**config.mk**
```make
export PLATFORM = sky130hd
export DESIGN_NAME = pc_fetch_sequencer
export DESIGN_NICKNAME = d
export VERILOG_FILES = /design/src/rtl/pc_fetch_sequencer.sv
export SDC_FILE = /design/constraint.sdc
export NUM_CORES = 1
export LEC_CHECK = 0
export BUFFER_PORTS_ARGS = -buffer_cell sky130_fd_sc_hd__buf_2
export CAP_MARGIN = 30
export CORE_AREA = 4 4 45 67
export CTS_CLUSTER_SIZE = 24
export DETAILED_ROUTE_END_ITERATION = 16
export DIE_AREA = 0 0 49 71
export PLACE_DENSITY = 0.78
export SYNTH_ARGS = -nofsm -noshare
export SYNTH_HDL_FRONTEND = slang
export SYNTH_SLANG_ARGS = --single-unit
```
**constraint.sdc**
```tcl
create_clock -name clk -period 4.2 [get_ports clk]
set_input_delay 0.21 -clock clk [delete_from_list [all_inputs] [get_ports clk]]
set_output_delay 0.21 -clock clk [all_outputs]
set_load 0.1 [all_outputs]
```
**src/rtl/pc_fetch_sequencer.sv**
```systemverilog
// pc_fetch_sequencer: drives the program counter, the instruction fetch
// handshake, and next-PC selection (increment, branch, halt).
//
// Ports:
//   clk, rst          clock and synchronous active-high reset
//   start             begin fetching (only in IDLE and HALT)
//   imem_req/addr     fetch request and address (addr is pc)
//   imem_ack/rdata    fetch acknowledge and instruction data
//   instr/instr_valid latched instruction and one-cycle update pulse
//   ex_done           execute finished (only in EXEC)
//   branch_taken      take branch_target as the next pc
//   branch_target     branch destination
//   halt_req          halt instead of advancing
//   pc/pc_inc         current pc and (pc+1) mod 2^PC_W
//   wrap              pulse when pc steps from all-ones to zero
//   halted            high while in HALT
//   retire_cnt        saturating retired-instruction count
//   state             IDLE=0 FETCH=1 EXEC=2 HALT=3
module pc_fetch_sequencer #(
   parameter int PC_W     = 3,
   parameter int IW       = 8,
   parameter int RESET_PC = 0
) (
   input  logic            clk,
   input  logic            rst,
   input  logic            start,
   output logic            imem_req,
   output logic [PC_W-1:0] imem_addr,
   input  logic            imem_ack,
   input  logic [IW-1:0]   imem_rdata,
   output logic [IW-1:0]   instr,
   output logic            instr_valid,
   input  logic            ex_done,
   input  logic            branch_taken,
   input  logic [PC_W-1:0] branch_target,
   input  logic            halt_req,
   output logic [PC_W-1:0] pc,
   output logic [PC_W-1:0] pc_inc,
   output logic            wrap,
   output logic            halted,
   output logic [7:0]      retire_cnt,
   output logic [1:0]      state
);

   localparam logic [PC_W-1:0] LP_RST_PC = PC_W'(RESET_PC);

   typedef enum logic [1:0] {
      S_IDLE  = 2'd0,
      S_FETCH = 2'd1,
      S_EXEC  = 2'd2,
      S_HALT  = 2'd3
   } state_t;

   state_t          r_state;
   state_t          w_state_nxt;
   logic [PC_W-1:0] r_pc;
   logic [PC_W-1:0] w_pc_nxt;
   logic [PC_W-1:0] w_pc_inc;
   logic            r_req;
   logic            w_req_nxt;
   logic [IW-1:0]   r_instr;
   logic [IW-1:0]   w_instr_nxt;
   logic            r_iv;
   logic            w_iv_nxt;
   logic            r_wrap;
   logic            w_wrap_nxt;
   logic            r_halted;
   logic            w_halted_nxt;
   logic [7:0]      r_cnt;
   logic [7:0]      w_cnt_nxt;

   assign w_pc_inc = r_pc + 1'b1;

   always_ff @(posedge clk) begin
      if (rst) begin
         r_state <= S_IDLE;
      end else begin
         r_state <= w_state_nxt;
      end
   end

   always_comb begin
      w_state_nxt  = r_state;
      w_pc_nxt     = r_pc;
      w_req_nxt    = 1'b0;
      w_instr_nxt  = r_instr;
      w_iv_nxt     = 1'b0;
      w_wrap_nxt   = 1'b0;
      w_halted_nxt = r_halted;
      w_cnt_nxt    = r_cnt;
      unique case (r_state)
         S_IDLE: begin
            if (start) begin
               w_state_nxt = S_FETCH;
            end
         end
         S_FETCH: begin
            // The ack only counts once the request is visible to memory;
            // the request is raised one cycle after entering FETCH.
            if (r_req && imem_ack) begin
               w_instr_nxt = imem_rdata;
               w_iv_nxt    = 1'b1;
               w_state_nxt = S_EXEC;
            end else begin
               w_req_nxt   = 1'b1;
            end
         end
         S_EXEC: begin
            if (ex_done) begin
               if (r_cnt != 8'hFF) begin
                  w_cnt_nxt = r_cnt + 8'd1;
               end
               if (halt_req) begin
                  w_state_nxt  = S_HALT;
                  w_halted_nxt = 1'b1;
               end else if (branch_taken) begin
                  w_pc_nxt    = branch_target;
                  w_state_nxt = S_FETCH;
               end else begin
                  w_pc_nxt    = w_pc_inc;
                  w_wrap_nxt  = (r_pc == '1);
                  w_state_nxt = S_FETCH;
               end
            end
         end
         S_HALT: begin
            if (start) begin
               w_pc_nxt     = LP_RST_PC;
               w_halted_nxt = 1'b0;
               w_state_nxt  = S_FETCH;
            end
         end
         default: begin
            w_state_nxt = S_IDLE;
         end
      endcase
   end

   always_ff @(posedge clk) begin
      if (rst) begin
         r_pc     <= LP_RST_PC;
         r_req    <= 1'b0;
         r_instr  <= '0;
         r_iv     <= 1'b0;
         r_wrap   <= 1'b0;
         r_halted <= 1'b0;
         r_cnt    <= 8'd0;
      end else begin
         r_pc     <= w_pc_nxt;
         r_req    <= w_req_nxt;
         r_instr  <= w_instr_nxt;
         r_iv     <= w_iv_nxt;
         r_wrap   <= w_wrap_nxt;
         r_halted <= w_halted_nxt;
         r_cnt    <= w_cnt_nxt;
      end
   end

   assign imem_req    = r_req;
   assign imem_addr   = r_pc;
   assign instr       = r_instr;
   assign instr_valid = r_iv;
   assign pc          = r_pc;
   assign pc_inc      = w_pc_inc;
   assign wrap        = r_wrap;
   assign halted      = r_halted;
   assign retire_cnt  = r_cnt;
   assign state       = r_state;

endmodule

```
==> impl_metrics.json, run 1 <==
{
  "period_needed_ns": 1.85,
  "ys_top_cells_by_area": "dfxtp_1 (42%), nand2_1 (7.9%), mux2i_1 (6.7%)",
  "cts_hold_buf": 0,
  "instances_no_fill": 207,
  "crit_slowest_cell": "buf_2",
  "avgSynthCellArea_sq_um": 8.59,
  "cp_data_required_time_ns": 3.99,
  "worst_pin_slew_ns": 0.503,
  "yosysTopAreaCell": "dfxtp_1",
  "viasPerCell": 5.51,
  "synth.top_cell.area_share_pct": 41.9,
  "start_util_pct": 49.3,
  "port_buffers": 48,
  "slowest_delay_ns": 0.43,
  "hold_depth": 3,
  "crit_top_cell": "ha_1",
  "grt_pass1_wl_microns": 4590,
  "ys_seq_elements": 25,
  "p_total_uw": 722,
  "cts-buffers-inserted": 3,
  "r2r_cells": 5,
  "vias": 1141,
  "synth_edf_count": 0,
  "insertedDiodeCount": 0,
  "yosysUniqueCellTypes": 34,
  "cts-resized-gates": 0,
  "syn-cell-area_sq_mm": 0.00119,
  "critical_path.top_delay_family": "adder cells",
  "worstPathMaxFanout": 6,
  "dieArea_sq_mm": 0.00348,
  "path_cells": "ha_1 -> ha_1 -> buf_2",
  "setup_viol": 0,
  "cp-end-kind": "output port",
  "wl_microns": 2650,
  "cts_setup_buffers": 0,
  "synth_fp_nets": 163,
  "final.setup.tns_ns": 0,
  "power-per-cell-area_mw_per_mm2": 498,
  "cp_num_buf_inv": 1,
  "cts_tree": "yes",
  "place.gp.congestion": 0.729,
  "core_sq_mm": 0.00242,
  "cts_sinks": 25,
  "areaGrowthSynthToFinish_pct": 21.3,
  "drive_gt1_share_pct": 31.7,
  "grt_usage_pct": 15.9,
  "rsz0062_at_grt": "no",
  "grt_start_max_net_pins": 26,
  "drtIter0Drc": 42,
  "clk_latency_ns": 0.31,
  "path_depth": 3,
  "final_util_pct": 59.8,
  "overflow": 0,
  "final_max_slew_viol_count": 0,
  "max-slew-margin-rel_pct": 66.5,
  "hpwl_microns": 2090,
  "dr.pass1.iters": 4,
  "chipWidth_microns": 49,
  "clockBufferDepth": 2,
  "cts_root_buffer": "clkbuf_4",
  "p_leak_nw": 0.694,
  "maxCapViolCount": 0,
  "rows": 22,
  "critPathKind": "flop to output port",
  "finalCritPeriodShare_pct": 44.0,
  "ys.flop_type": "dfxtp_1",
  "yosysSeqAreaShare_pct": 41.9,
  "io_pins": 49,
  "ys_warn_count": 0,
  "worst_hold_path_type": "input port to flop",
  "synth_commonest_cells": "dfxtp_1 (25), nand2_1 (25), nor2_1 (16)",
  "wl_per_cell_microns": 12.8,
  "max_clock_freq_ghz": 0.541,
  "cp.arrival_ns": 1.64,
  "ir_drop_v": 0.000405,
  "setup.worst_path.start_class": "flop",
  "synthCells": 139,
  "die_h_microns": 71,
  "status": "finished clean",
  "drc": 0,
  "first_global_vias": 1099,
  "finClkSkew_ns": 0.00739,
  "final_hold_viol_count": 0,
  "dp.cells": 203,
  "fin_nets": 208,
  "synthArstFlopShare_pct": 0,
  "ant_nets": 0,
  "clkTransAtPathRegs_ns": 0.13,
  "antenna_found_initial": 0,
  "h-tree-depth": 1
}
==> cells in the final DEF (no fill, tap or decap) <==
| master | synthesis | final |
|---|---|---|
| nor2_1 | 16 | 16 |
| nand3b_1 | 1 | 1 |
| a21oi_1 | 9 | 9 |
| clkbuf_1 | 4 | 1 |
| a2111oi_2 | 1 | 1 |
| nor4bb_1 | 1 | 1 |
| a222oi_1 | 1 | 1 |
| inv_2 | 1 | 1 |
| o311ai_2 | 1 | 1 |
| o21a_1 | 1 | 1 |
| a311oi_1 | 1 | 1 |
| nor4_1 | 1 | 1 |
| nand3_1 | 4 | 4 |
| nand2_2 | 1 | 1 |
| nor3_2 | 1 | 1 |
| xor2_1 | 1 | 1 |
| buf_2 | 1 | 48 |
| mux2i_1 | 8 | 8 |
| a21oi_2 | 1 | 1 |
| a22oi_1 | 1 | 1 |
| nand2_1 | 25 | 25 |
| nand2b_1 | 2 | 2 |
| clkbuf_4 | 0 | 3 |
| dfxtp_1 | 25 | 25 |
| and3_1 | 5 | 5 |
| ha_1 | 6 | 6 |
| a31oi_1 | 4 | 4 |
| o21ai_0 | 1 | 1 |
| o21bai_1 | 1 | 1 |
| a311oi_2 | 1 | 1 |
| nor3_1 | 3 | 3 |
| a221o_1 | 1 | 1 |
| o211a_1 | 1 | 1 |
| inv_1 | 5 | 5 |
==> kinds of logic after synthesis <==
kind of cell | count (synthesis) | synth area share (%)
and+or+nand+nor | 60 | 22.9
AOI/OAI and AO/OA | 25 | 16.0
DFF | 25 | 41.9
buffers and inverters | 14 | 5.45
muxes | 8 | 6.71
adders and majority gates | 6 | 6.29
xor gates and xnor gates | 1 | 0.734
==> where the power goes <==
| group | internal, mW | switching [mW] | leakage [nW] |
|---|---|---|---|
| sequential | 0.256 | 0.0173 | 0.202 |
| combinational | 0.0735 | 0.272 | 0.476 |
| clock | 0.0371 | 0.0651 | 0.0150 |
| total | 0.367 | 0.355 | 0.694 |
==> worst paths after layout <==
kind,startpoint,endpoint,slack (ns)
setup / recovery,imem_addr[0],pc_inc[2],2.35
hold reg to reg,instr[0],instr[0],0.46
setup reg to reg,state[0],state[1],2.43
hold / removal,imem_rdata[7],instr[7],0.12
==> sequential cells by signal, indices dropped and copies added (netlist names) <==
signal and flops:
halted 1, imem_addr 3, imem_req 1, instr 8, instr_valid 1, retire_cnt 8, state 2, wrap 1
==> final cells by class <==
cell class | instances | area (sq um)
Timing Repair Buffer | 48 | 240
Tap cell | 24 | 30.0
Sequential cell | 25 | 500
Inverter | 6 | 22.5
Clock buffer | 4 | 26.3
Multi-Input combinational cell | 100 | 628
Fill cell | 217 | 975
==> per-stage QoR <==
stage | hold slack [ns] | instance area (sq um) | setup WS (ns)
finish | 0.124 | 1450 | 2.35
global placement | 0.439 | 1420 | 2.60
detailed placement | 0.448 | 1420 | 2.43
floorplan | 0.286 | 1190 | 1.71
global route | 0.122 | 1450 | 2.27
CTS | 0.123 | 1450 | 2.35
==> worst register-to-register path, cell delays in order, from the launching register on <==
cell and delay (ns):
dfxtp_1 0.39, inv_1 0.07, ha_1 0.34, a222oi_1 0.55, mux2i_1 0.26, nor2_1 0.05
==> per-layer routing <==
metal  part of all wire [%]  vias to the layer above  routed length [microns]  track usage (%)
met3                    9.1                        4                      241             4.00
met1                     40                      517                     1060             16.9
met2                     49                       49                     1310             28.2
li1                       -                      571                        -                -
met5                      0                        -                        0                0
met4                    1.5                        0                       41             8.08
Power figures use the tool's default switching activity.
==> run 2: changes to the inputs <==
CORE_AREA = 4 4 49 73   (was 4 4 45 67)
DIE_AREA = 0 0 53 77   (was 0 0 49 71)
PLACE_DENSITY = 0.69   (was 0.78)
clock period = 1.7 ns   (was 4.2 ns; I/O delays follow)
==> impl_metrics.json, run 2 (synthesis gave the netlist of run 1 again) <==
{
  "chipWidth_microns": 53,
  "h-tree-depth": 1,
  "cts_setup_buffers": 0,
  "path_cells": "ha_2 -> ha_4 -> buf_2",
  "setup.worst_path.start_class": "flop",
  "period_needed_ns": 1.59,
  "areaGrowthSynthToFinish_pct": 29.8,
  "ant_nets": 0,
  "final_max_slew_viol_count": 0,
  "overflow": 0,
  "clockBufferDepth": 2,
  "start_util_pct": 41.0,
  "rsz0062_at_grt": "no",
  "cp_data_required_time_ns": 1.62,
  "antenna_found_initial": 0,
  "grt_pass1_wl_microns": 4550,
  "netSwitchingFraction_pct": 47.1,
  "p_switching_uw": 904,
  "drtIter0Drc": 18,
  "cts_hold_buf": 0,
  "fill_cells": 303,
  "p_int_mw": 1.01,
  "vias": 1106,
  "finClkSkew_ns": 0.00392,
  "final_common_cell": "buf_2",
  "seqPwrFrac_pct": 36.6,
  "setup_viol": 0,
  "finalCritPeriodShare_pct": 93.4,
  "cts-buffers-inserted": 3,
  "wl_microns": 2750,
  "cts_tree": "yes",
  "first_global_vias": 1082,
  "p_total_mw": 1.92,
  "cp_num_buf_inv": 1,
  "clk_latency_ns": 0.26,
  "insertedDiodeCount": 0,
  "core_sq_mm": 0.00291,
  "cp-end-kind": "output port",
  "p_leak_nw": 0.706,
  "worstPathMaxFanout": 6,
  "comb_power_share_pct": 45.8,
  "max_clock_freq_ghz": 0.630,
  "port_buffers": 48,
  "crit_slowest_cell": "buf_2",
  "grt_usage_pct": 14.2,
  "cts_root_buffer": "clkbuf_8",
  "clkPwrFrac_pct": 17.6,
  "grt_start_max_net_pins": 26,
  "maxCapViolCount": 0,
  "hpwl_microns": 2200,
  "status": "finished clean",
  "dr.pass1.iters": 4,
  "worst_pin_slew_ns": 0.493,
  "critPathKind": "flop to output port",
  "cts-resized-gates": 0,
  "critical_path.top_delay_family": "adder cells",
  "place.gp.congestion": 0.818,
  "wl_per_cell_microns": 12.4,
  "layout_common_cells": "buf_2 (48), nand2_1 (25), nor2_1 (16), dfxtp_1 (11), a21oi_1 (9)",
  "rows": 24,
  "drive_gt1_share_pct": 42.1,
  "dieArea_sq_mm": 0.00408,
  "final_hold_viol_count": 0,
  "power-per-cell-area_mw_per_mm2": 1240,
  "final.setup.tns_ns": 0,
  "fin_nets": 208,
  "io_pins": 49,
  "drc": 0,
  "ir_drop_v": 0.000773,
  "slowest_delay_ns": 0.41,
  "worst_hold_path_type": "input port to flop",
  "clkTransAtPathRegs_ns": 0.08,
  "viasPerCell": 4.98,
  "max-slew-margin-rel_pct": 67.4,
  "cts_sinks": 25,
  "die_h_microns": 77,
  "cp.arrival_ns": 1.50
}
==> run 2: cell types whose count changed in the layout (fill, tap and decap cells not counted), sizes merged <==
cell    before  now
clkbuf       4    3
clkinv       0    1
==> run 2: layer usage <==
layer / track usage, % / up-vias / wire [microns] / part of all wire [%]
met5: 0 / - / 0 / 0
met4: 3.84 / 0 / 15 / 0.55
met3: 2.71 / 2 / 203 / 7.4
met2: 25.5 / 38 / 1380 / 50
met1: 16.3 / 497 / 1150 / 42
li1: - / 569 / - / -
==> run 2: power by group through the flow <==
| stage | clock network (mW) | registers [mW] | logic [mW] |
|---|---|---|---|
| after global routing | 0.378 | 0.712 | 0.934 |
| after detailed placement | 0 | 0.718 | 0.882 |
| final | 0.338 | 0.702 | 0.879 |
| after global placement | 0 | 0.711 | 0.867 |
| after CTS | 0.359 | 0.704 | 0.884 |
| after floorplan | 0 | 1.06 | 0.423 |
==> run 2: path summary, 6_finish.rpt <==
check / startpoint / end / slack (ns) / depth (start not counted)
setup reg to reg: state[0] / state[1] / 0.21 / 5
setup / recovery: imem_addr[0] / pc_inc[2] / 0.11 / 3
hold / removal: imem_rdata[3] / instr[3] / 0.06 / 3
hold reg to reg: instr[4] / instr[4] / 0.45 / 2
==> run 2: final cells by class <==
cell class,count,area (sq um),share of cell area (%)
clock inverters,1,5.00,0.323
clock buffers,3,41.3,2.67
flip-flops and latches,25,533,34.4
well taps,39,48.8,3.15
multi-input cells,100,656,42.3
inverters,6,25.0,1.62
repair buffers,48,240,15.5
==> run 2: through the flow <==
step	std cells	util (%)	worst slack, ns	hold WS [ns]	instance area (sq um)
after floorplan	139	-	0.0118	0.161	1260
after global placement	218	51.6	0.270	0.327	1500
after detailed placement	218	51.6	0.210	0.332	1500
after CTS	222	53.2	0.0967	0.0476	1550
after global routing	222	53.2	0.0523	0.0454	1550
final	222	53.2	0.113	0.0558	1550
==> run 2: worst min-delay path, cell delays in order <==
cell,delay [ns]
buf_2,0.10
nand2_1,0.04
a21oi_1,0.05
==> run 3: changes to the inputs <==
ABC_AREA = 1   (was default)
CORE_AREA = 4 4 58 86   (was 4 4 49 73)
DIE_AREA = 0 0 62 90   (was 0 0 53 77)
PLACE_DENSITY = 0.52   (was 0.69)
==> impl_metrics.json, run 3 <==
{
  "fin_nets": 242,
  "syn-cell-area_sq_mm": 0.00123,
  "die_h_microns": 90,
  "worst_pin_slew_ns": 0.491,
  "period_needed_ns": 1.60,
  "cp.arrival_ns": 1.51,
  "overflow": 0,
  "cp_data_required_time_ns": 1.62,
  "grt_usage_pct": 11.9,
  "ys.flop_type": "dfxtp_1",
  "grt_start_max_net_pins": 18,
  "h-tree-depth": 1,
  "synth_most_common_cell": "nand2_1",
  "synthArstFlopShare_pct": 0,
  "cts-buffers-inserted": 3,
  "p_leak_nw": 0.767,
  "rows": 29,
  "worstHoldStart": "rst",
  "setup_viol": 0,
  "first_global_vias": 1199,
  "cts_sinks": 25,
  "final_hold_viol_count": 0,
  "wl_per_cell_microns": 11.1,
  "yosysTopAreaCell": "dfxtp_1",
  "synth_commonest_cells": "nand2_1 (27), dfxtp_1 (25), inv_1 (23)",
  "synth_edf_count": 0,
  "insertedDiodeCount": 0,
  "status": "finished clean",
  "p_total_mw": 2.90,
  "setup.worst_path.start_class": "flop",
  "antenna_found_initial": 0,
  "synth_fp_nets": 194,
  "wl_microns": 2910,
  "max_clock_freq_ghz": 0.626,
  "chipWidth_microns": 62,
  "critPathKind": "flop to output port",
  "fill_cells": 444,
  "port_buffers": 48,
  "layout_common_cells": "buf_2 (48), nand2_1 (27), inv_1 (23), o21ai_0 (20), nor2_1 (20)",
  "start_util_pct": 29.0,
  "seq_area_sq_um": 520,
  "worst_hold_path_type": "input port to flop",
  "cts_root_buffer": "clkbuf_8",
  "max-slew-margin-rel_pct": 67.5,
  "ys_top_cells_by_area": "dfxtp_1 (41%), nand2_1 (8.2%), o21ai_0 (8.1%)",
  "clockBufferDepth": 2,
  "areaGrowthSynthToFinish_pct": 28.7,
  "vias": 1203,
  "clk_latency_ns": 0.27,
  "ant_nets": 0,
  "final_common_cell": "buf_2",
  "hpwl_microns": 2250,
  "synthCells": 170,
  "final_max_slew_viol_count": 0,
  "worstPathMaxFanout": 6,
  "rsz0062_at_grt": "no",
  "r2r_setup_slack_ns": 0.32,
  "ir_drop_v": 0.00181,
  "timing.critical_path.from": "imem_addr[0]",
  "ys_warn_count": 0,
  "cts_tree": "yes",
  "place.gp.congestion": 0.751,
  "power-per-cell-area_mw_per_mm2": 1830,
  "drc": 0,
  "dieArea_sq_mm": 0.00558,
  "clkTransAtPathRegs_ns": 0.09,
  "drive_gt1_share_pct": 35.0,
  "final.setup.tns_ns": 0,
  "r2r_start": "state[0]",
  "finClkSkew_ns": 0.00173,
  "cp-end-kind": "output port",
  "yosysUniqueCellTypes": 20,
  "avgSynthCellArea_sq_um": 7.24,
  "finalCritPeriodShare_pct": 94.0,
  "yosysSeqAreaShare_pct": 40.7,
  "grt_pass1_wl_microns": 5270,
  "drtIter0Drc": 13,
  "multi_input_area_sq_um": 614,
  "core_sq_mm": 0.00425,
  "ys_seq_elements": 25,
  "viasPerCell": 4.57,
  "maxCapViolCount": 0,
  "synth.top_cell.area_share_pct": 40.7,
  "io_pins": 49,
  "cts-resized-gates": 0,
  "dr.pass1.iters": 4
}
run 3: cell types whose count changed in the layout (fill, tap and decap cells not counted), sizes merged, moves of 2 or more:
cell    before  now
o21ai        1   20
and3         5    0
nand3        4    9
nand4        0    4
nor2        16   23
a31oi        4    0
inv          6   24
nor3         4    2
nand2       26   30
nand2b       2    0
mux2i        8    0
a21oi       10   19
a311oi       2    0
run 3: logic make-up (layout without fill, tap and decap cells):
kind of cell,after synthesis,count (layout),synth area share (%)
AOI/OAI and AO/OA,39,39,16.2
DFF,25,25,40.7
buffers and inverters,30,77,10.7
xor gates and xnor gates,1,1,0.712
adders and majority gates,6,6,6.10
and+or+nand+nor,69,69,25.7
run 3: cell type report:
class	instances	share of cell area, %
repair buffers	50	16.3
clock inverters	1	0.395
flip-flops and latches	25	32.9
well taps	46	3.63
clock buffers	3	2.61
multi-input cells	115	38.8
inverters	23	5.45
run 3: worst paths after layout:
kind / cells after the start / endpoint
setup / recovery: 3 / pc_inc[2]
hold reg to reg: 2 / instr[7]
hold / removal: 2 / retire_cnt[3]
setup reg to reg: 7 / imem_addr[1]
run 3: what timing repair did:
item                      CTS  global route
hold endpoints to repair    1             0
hold buffers                1             0
buffers inserted            0             0
run 3: through the flow:
| stage | hold WS, ns | setup slack, ns | utilization [%] | instance area (sq um) | std cells |
|---|---|---|---|---|---|
| 4_1_cts | 0.0826 | 0.0909 | 37.3 | 1580 | 263 |
| 6_report | 0.0888 | 0.102 | 37.3 | 1580 | 263 |
| 5_1_grt | 0.101 | 0.0492 | 37.3 | 1580 | 263 |
| 2_1_floorplan | 0.162 | 0.0130 | - | 1270 | 170 |
| 3_3_place_gp | 0.290 | 0.335 | 36.0 | 1530 | 258 |
| 3_5_place_dp | 0.286 | 0.313 | 36.0 | 1530 | 258 |
run 3: per-layer routing:
layer	up-vias	global-route usage, %	wire (microns)
met5	-	0	0
li1	641	-	-
met4	0	3.72	33
met1	521	14.8	1270
met3	4	2.29	200
met2	37	19.8	1410
run 3: worst max-delay path, cell delays in order, from the launching register on:
cell and delay [ns]:
dfxtp_4 0.37, ha_2 0.20, ha_4 0.26, buf_2 0.41
run 3: report_power, final:
group / switching [mW] / total (mW) / internal [mW] / leakage (nW)
Combinational: 1.49 / 1.75 / 0.265 / 0.532
Sequential: 0.0908 / 0.779 / 0.689 / 0.209
Clock: 0.198 / 0.365 / 0.167 / 0.0260
Total: 1.78 / 2.90 / 1.12 / 0.767
